<file path="src/rtl/sys_seq_arb.sv">
// rtl/sys_seq_arb.sv - job sequencer and CPU/sequencer bus arbiter (optional watchdog: SEQ_TIMEOUT_EN)
module sys_seq_arb #(
    parameter int          STAT_LAT = 1,
    parameter int          RD_LAT   = 2,
    parameter int          POLL_GAP = 4,
    parameter logic [15:0] TIMEOUT  = 16'hFFFF
) (
    input  logic        clk,
    input  logic        rst_n,
    input  logic        c_ren,
    input  logic [15:0] c_radr,
    input  logic        c_wen,
    input  logic [15:0] c_wadr,
    input  logic [15:0] c_wdata,
    output logic [15:0] c_rdata,
    output logic        c_stall,
    input  logic        job_valid,
    output logic        job_ready,
    input  logic [7:0]  job_max,
    input  logic [7:0]  job_run,
    output logic        irq,
    input  logic        irq_clr,
    output logic        err,
    output logic        ren,
    output logic [15:0] ibus_radr,
    input  logic [15:0] ibus_rdata,
    output logic        wen,
    output logic [15:0] ibus_wadr,
    output logic [15:0] ibus_wdata
);

    typedef enum logic [2:0] {IDLE, WMAX, WRUN, WSTART, GAP, POLL, WAIT, DONE} state_t;

    // Only reads granted 1..RD_LAT-1 cycles ago can still land inside a poll's WAIT window.
    localparam logic [RD_LAT-1:0] INFL_MASK = RD_LAT'((64'd1 << (RD_LAT - 1)) - 64'd1);
    localparam logic [15:0]       GAP_LOAD  = 16'(POLL_GAP);
    localparam logic [15:0]       STAT_LOAD = 16'(STAT_LAT - 1);

    state_t            state;
    state_t            state_nxt;
    logic [15:0]       cnt;
    logic [7:0]        jmax;
    logic [7:0]        jrun;
    logic [RD_LAT-1:0] infl;
    logic              owned;
    logic              rd_grant;
    logic              rd_busy;
    logic              tmo;
    logic              set_irq;
    logic              irq_r;

    assign owned     = (state == WMAX) || (state == WRUN) || (state == WSTART) ||
                       (state == POLL) || (state == WAIT);
    assign rd_grant  = c_ren & ~owned;
    assign rd_busy   = rd_grant | (|(infl & INFL_MASK));
    assign job_ready = (state == IDLE);
    assign c_rdata   = ibus_rdata;
    assign set_irq   = (state == DONE) | tmo;
    assign irq       = irq_r;

`ifdef SEQ_TIMEOUT_EN
    logic [15:0] tcnt;
    logic        err_r;
    logic        polling;

    assign polling = (state == GAP) || (state == POLL) || (state == WAIT);
    assign tmo     = polling && (tcnt == TIMEOUT);
    assign err     = err_r;

    // Watchdog: restarts when the job is fired, counts every cycle spent polling.
    always_ff @(posedge clk or negedge rst_n) begin
        if (!rst_n)               tcnt <= 16'd0;
        else if (state == WSTART) tcnt <= 16'd0;
        else if (polling)         tcnt <= tcnt + 16'd1;
    end

    // Sticky timeout flag; a new timeout wins over a clear in the same cycle.
    always_ff @(posedge clk or negedge rst_n) begin
        if (!rst_n)       err_r <= 1'b0;
        else if (tmo)     err_r <= 1'b1;
        else if (irq_clr) err_r <= 1'b0;
    end
`else
    logic unused_cfg;
    assign unused_cfg = &{1'b0, TIMEOUT};
    assign tmo        = 1'b0;
    assign err        = 1'b0;
`endif

    // State register.
    always_ff @(posedge clk or negedge rst_n) begin
        if (!rst_n) state <= IDLE;
        else        state <= state_nxt;
    end

    // Capture the job descriptor when it is accepted.
    always_ff @(posedge clk or negedge rst_n) begin
        if (!rst_n) begin
            jmax <= 8'd0;
            jrun <= 8'd0;
        end else if (state == IDLE && job_valid) begin
            jmax <= job_max;
            jrun <= job_run;
        end
    end

    // Shared down-counter: GAP length on entry to GAP, status latency on entry to WAIT.
    always_ff @(posedge clk or negedge rst_n) begin
        if (!rst_n)                                 cnt <= 16'd0;
        else if (state_nxt == GAP && state != GAP)   cnt <= GAP_LOAD;
        else if (state_nxt == WAIT && state != WAIT) cnt <= STAT_LOAD;
        else if (cnt != 16'd0)                      cnt <= cnt - 16'd1;
    end

    // History of granted CPU reads whose data may still be on its way back.
    always_ff @(posedge clk or negedge rst_n) begin
        if (!rst_n) infl <= '0;
        else        infl <= (infl << 1) | RD_LAT'(rd_grant);
    end

    // Sticky completion flag; setting wins over a clear in the same cycle.
    always_ff @(posedge clk or negedge rst_n) begin
        if (!rst_n)       irq_r <= 1'b0;
        else if (set_irq) irq_r <= 1'b1;
        else if (irq_clr) irq_r <= 1'b0;
    end

    // Next state, sequencer bus cycles and CPU pass-through/stall.
    always_comb begin
        state_nxt  = state;
        ren        = 1'b0;
        ibus_radr  = 16'd0;
        wen        = 1'b0;
        ibus_wadr  = 16'd0;
        ibus_wdata = 16'd0;
        c_stall    = 1'b0;
        case (state)
            IDLE: if (job_valid) state_nxt = WMAX;
            WMAX: begin
                wen        = 1'b1;
                ibus_wadr  = 16'hFFF1;
                ibus_wdata = {8'd0, jmax};
                state_nxt  = WRUN;
            end
            WRUN: begin
                wen        = 1'b1;
                ibus_wadr  = 16'hFFF2;
                ibus_wdata = {8'd0, jrun};
                state_nxt  = WSTART;
            end
            WSTART: begin
                wen        = 1'b1;
                ibus_wadr  = 16'hFFF0;
                ibus_wdata = 16'h0001;
                state_nxt  = GAP;
            end
            GAP: if (cnt <= 16'd1 && !rd_busy) state_nxt = POLL;
            POLL: begin
                ren       = 1'b1;
                ibus_radr = 16'hFFF0;
                state_nxt = WAIT;
            end
            WAIT: if (cnt == 16'd0) state_nxt = ibus_rdata[0] ? GAP : DONE;
            DONE: state_nxt = IDLE;
            default: state_nxt = IDLE;
        endcase
        if (owned) begin
            c_stall = c_ren | c_wen;
        end else begin
            ren        = c_ren;
            ibus_radr  = c_ren ? c_radr : 16'd0;
            wen        = c_wen;
            ibus_wadr  = c_wen ? c_wadr : 16'd0;
            ibus_wdata = c_wen ? c_wdata : 16'd0;
        end
        if (tmo) state_nxt = IDLE;
    end

endmodule

</file>
<file path="config.mk">
export PLATFORM = sky130hd
export DESIGN_NAME = sys_seq_arb
export DESIGN_NICKNAME = d
export VERILOG_FILES = /design/src/rtl/sys_seq_arb.sv
export SDC_FILE = /design/constraint.sdc
export NUM_CORES = 1
export LEC_CHECK = 0
export BUFFER_PORTS_ARGS = -buffer_cell sky130_fd_sc_hd__buf_2
export CORE_ASPECT_RATIO = 0.7
export CORE_UTILIZATION = 30
export DETAILED_ROUTE_END_ITERATION = 8
export SLEW_MARGIN = 20
export SYNTH_ARGS = -nofsm -noshare
export SYNTH_HDL_FRONTEND = slang
export SYNTH_SLANG_ARGS = --single-unit
export TNS_END_PERCENT = 10
</file>
<file path="constraint.sdc">
create_clock -name clk -period 5.2 [get_ports clk]
set_input_delay 0.52 -clock clk [delete_from_list [all_inputs] [get_ports clk]]
set_output_delay 0.52 -clock clk [all_outputs]
set_load 0.05 [all_outputs]
</file>
Word-level counts from Yosys, hierarchy flattened:

Cells that the tools add are included.

* word-level logic and storage cells: 63
* input port bits: 86
* output and inout port bits: 70
* register bits: 37

* $add $sub $neg: 1
* multiplexer cells: 24
* reduce and logical (&&, ||, !) cells: 15
* magnitude comparators: 1
* equal/unequal tests: 11
* bitwise operators: 5

Operators by type and width (number)
* two-way mux 16 bit: 10
* one-hot mux 16 bit (3 select lines): 1
* one-hot mux 3 bit (8 select lines): 1
* one-hot mux 8 bit (3 select lines): 1
* equality test 3 bit (second input constant): 6
* less-or-equal comparator 16 x 1 -> 1 bit (second input constant): 1
* logical NOT 16 bit: 1
* nonzero test 16 bit: 1
* subtractor 16 x 1 -> 16 bit (second input constant): 1
* two-way mux 3 bit: 3
* two-way mux 1 bit: 7
* equality test 3 x 2 -> 1 bit (second input constant): 2
* inequality test 3 bit (second input constant): 2
* logical AND 1 bit: 4
* logical OR 1 bit: 4
* equality test 3 x 1 -> 1 bit (second input constant): 1
* logical NOT 3 bit: 1
* nonzero test 3 bit: 1
* OR reduction 3 bit: 1
* two-way mux 2 bit: 1
* OR 1 bit: 2
* nonzero test 2 bit: 1
* AND 1 bit: 1
* logical NOT 1 bit: 1
* 2 further kinds: 2

Depth between registers and ports, before layout:

* depth in word-level cells: 16
* gate-level depth with buffers: 7

Worst setup path after synthesis:

OpenSTA, ideal clock, no wires.

* path type: register to output
* from: reg state[1]
* to: out ibus_wadr[0]
* cell stages (with the launch flop): 7
* arrival: 1836 ps
* data required time: 4680 ps
* path slack: 2844 ps
* cells stage by stage: dfrtp_1 clkbuf_1 o21ai_0 and2_0 clkbuf_1 buf_2 a21o_1

* cells in the longest elaborated chain, start to end: 6
* elaborated cells on any way between the ends: 11

RTL lines
* start, declared: RTL line 39 `state_t state;`
* start signal, assigned: RTL line 93 `else state <= state_nxt;`
* equality test 3 x 1 -> 1 bit / equality test 3 x 2 -> 1 bit (equally long branches): RTL line 52, 137
* logical OR 1 bit (3 in a row): RTL line 52 `assign owned = (state == WMAX) || (state == WRUN) || (state == WSTART) ||`
* logical OR 1 bit: RTL line 53 `(state == POLL) || (state == WAIT);`
* two-way mux 16 bit *: RTL line 167 `if (owned) begin`
* end, declared: RTL line 28 `output logic [15:0] ibus_wadr,`

Every way passes the cells marked *; elsewhere a longest branch is shown, timed or not.

Worst setup path in the final report:

* from: reg state[2]
* to: out ibus_wdata[0]

* cells in the longest elaborated chain, start to end: 6
* elaborated cells on any way between the ends: 11

RTL lines
* equality test 3 x 1 -> 1 bit / equality test 3 x 2 -> 1 bit (equally long branches): RTL line 52, 137
* logical OR 1 bit (3 in a row): RTL line 52
* logical OR 1 bit: RTL line 53
* two-way mux 16 bit *: RTL line 167
* end, declared: RTL line 29 `output logic [15:0] ibus_wdata`

Marks and branches as above.

==> qor.yml <==
outcome:
  status: "finished, violations left"
  failed_checks: "design-rule violations"
timing:
  setup-violations-final: 0
  finalSetupTns_ns: 0
  min_period_ns: 3.41
  relSlewSlack_pct: 29.6
  rsz0062_at_grt: "false"
  fin_skew_ns: 0.00147
  tightest_slew_ns: 1.05
  hold_viol_final: 0
  maxSlewViolCount: 0
  max_freq_ghz: 0.293
  fin_hold_ws_ns: 0.355
  period_share_pct: 65.6
pwr:
  p_clk_share_pct: 11.4
  seqPwrFrac_pct: 21.2
  swShare_pct: 56.7
  p_sw_w: 0.00143
  powerDensity_nw_per_um2: 787
  irDropWorstVdd_mv: 0.241
  cell_internal_pwr_w: 0.00109
  combPwrFrac_pct: 67.3
  p_leak_nw: 1.84
grt:
  grt_max_degree: 38
  grt_util_all_layers_pct: 15.6
  grt-ovfl-total: 0
  antenna_found_initial: 0
  grt_pass1_vias: 2151
  grt_pass1_wl_microns: 10800
clock_network:
  clkLatencyLatePin_ns: 0.28
  cts-root-buf: "clkbuf_16"
  cts_setup_buffers: 0
  cts_resized: 0
  clk_pin_slew_ns: 0.05
  cts_tree: "done"
  numCtsBuffers: 5
  cts.sinks: 37
  cts.htree.levels: 2
  cts.path.max_buffers: 2
  cts_hold_buffers: 0
yosys:
  synth_common_cells: "dfrtp_1, a21o_1, buf_4, mux2_2, and3_1"
  yosys.area_share.simple_pct: 20.5
  synthAdderAreaFrac_pct: 0.996
  synth_edf_count: 0
  synth_compound_area_share_pct: 24.9
  yosysUniqueCellTypes: 47
  synth_top_area_cell: "dfrtp_1"
  ys_seq_elements: 37
  avgSynthCellArea_sq_um: 9.49
  synth-async-reset-ratio_pct: 100
  synth.most_common_cell: "dfrtp_1"
  synth_seq_area_share_pct: 36.8
  yosys-top-cells-area: "dfrtp_1, a21o_1, mux2_2"
  synth.area.mux_share_pct: 7.17
  syn-num-nets: 353
  synth_flop_cell: "dfrtp_1"
  ys_warn_count: 0
  syn_area_sq_um: 2510
  syn_inst: 265
  synth_top_family_by_area: "compound AO/OA/AOI/OAI gates"
  synth_xor_xnor_area_share_pct: 0.697
  synth_top_area_share_pct: 36.8
die:
  core-area_sq_um: 8010
  chipWidth_microns: 111
  die_h_microns: 78.6
  dieArea_sq_um: 8750
  io_pins: 156
  start_util_pct: 31.4
  fp-row-count: 27
routing:
  drt-initial-drc-count: 155
  via_per_inst: 5.17
  drc: 28
  wl_per_cell_microns: 14.9
  antenna_left: 0
  via_count: 2393
  wirelength_microns: 6900
  dr.pass1.iters: 6
placed_design:
  place_congestion: 0.788
  port_buffers: 124
  post-dp-hpwl_microns: 5170
setup_path:
  crit_path_start_kind: "flop"
  end_kind: "output port"
  crit_arrival_ns: 2.89
  critPathMaxFanout: 17
  crit_required_ns: 4.68
  path_class: "reg2out"
layout:
  drive_above_1_share_pct: 43.9
  area_delta_synth_final_pct: 27.2
  finalNetCount: 449
  num_antenna_cells: 0
min_path:
  holdCritPathClass: "in2async"
run:
  maxCapViolCount: 0
## power groups by stage
stage	clock network, W	logic [W]	registers, W
2_1_floorplan	0	0.00145	0.000483
3_3_place_gp	0	0.00168	0.000532
3_5_place_dp	0	0.00170	0.000537
4_1_cts	0.000295	0.00170	0.000534
5_1_grt	0.000310	0.00182	0.000558
6_report	0.000287	0.00169	0.000534
## cells in the final DEF, fill, tap and decap left out, types with 3 or more instances in the layout
master     Yosys  layout
nor2_1        13      13
nand2b_1       3       3
a21oi_1        4       4
inv_1          3       3
o21ai_0       13      12
nor3_1         5       5
a21o_1        34      34
o31ai_1        5       5
nand2_1       12      12
a22o_1         7       7
buf_2          6     124
a22oi_1       11      11
dfrtp_1       37      37
and3_1        15      15
clkbuf_16      0       5
mux2_2        16      16
nand3_1        4       4
or4_1          8       8
nor4_1         4       4
## routing by layer
metal  vias to the layer above  GRT usage, %  part of all wire (%)
met5                         -             0                     0
met4                         0          2.43                  0.32
met3                         5          4.56                   7.1
met2                        92          26.3                    47
met1                      1133          20.2                    46
li1                       1163             -                     -
## path summary, 6_finish.rpt
check | slack (ns) | end | cells past startpoint | start
hold reg to reg | 0.50 | jmax[3]$_DFFE_PN0P_ | 1 | jmax[3]$_DFFE_PN0P_
setup reg to reg | 2.73 | cnt[9]$_DFFE_PN0P_ | 4 | cnt[8]$_DFFE_PN0P_
max in group asynchronous | 4.31 | cnt[12]$_DFFE_PN0P_ | 1 | rst_n
min in group clk | 0.43 | irq$_DFFE_PN0P_ | 2 | irq_clr
setup / recovery | 1.79 | ibus_wdata[0] | 6 | state[2]$_DFF_PN0_
hold / removal | 0.36 | cnt[9]$_DFFE_PN0P_ | 1 | rst_n
## final cells by class
cell class                 count  area [sq um]
fill                         798          4810
multi-input combinational    189          1370
sequential                    37           926
timing repair buffer         125           628
clock buffer                   6           129
tap                          101           126
inverter                       3          11.3
clock inverter                 2          10.0
## state kept, by name (all words and copies together), names as in the netlist
| name | cells |
|---|---|
| cnt | 16 |
| infl | 1 |
| irq | 1 |
| jmax | 8 |
| jrun | 8 |
| state | 3 |
## per-stage QoR
step	cell area, sq um	worst slack (ns)	utilization (%)	instances	total power (W)
floorplan	2510	2.84	-	265	0.00193
global placement	3060	2.07	38.2	455	0.00222
detailed placement	3060	1.95	38.2	455	0.00224
CTS	3200	1.64	39.9	463	0.00253
global route	3200	1.49	39.9	463	0.00268
finish	3200	1.79	39.9	463	0.00252
## kinds of logic (layout without fill, tap and decap cells)
logic type / Yosys count / after routing
other: 1 / 1
buffers and inverters: 39 / 136
XOR/XNOR: 2 / 2
flip-flops: 37 / 37
multiplexers: 16 / 16
AND/OR/NAND/NOR: 84 / 84
adder cells (fa/ha/maj): 2 / 2
AO/OA/AOI/OAI: 84 / 84
## worst max-delay path, stage by stage, from the launching register on
cell and delay, ns:
dfrtp_1 0.70, nand3_1 0.15, o21ai_1 0.48, and2_0 0.59
buf_4 0.30, a21o_1 0.13, buf_2 0.25
(Power assumes the default switching activity.)
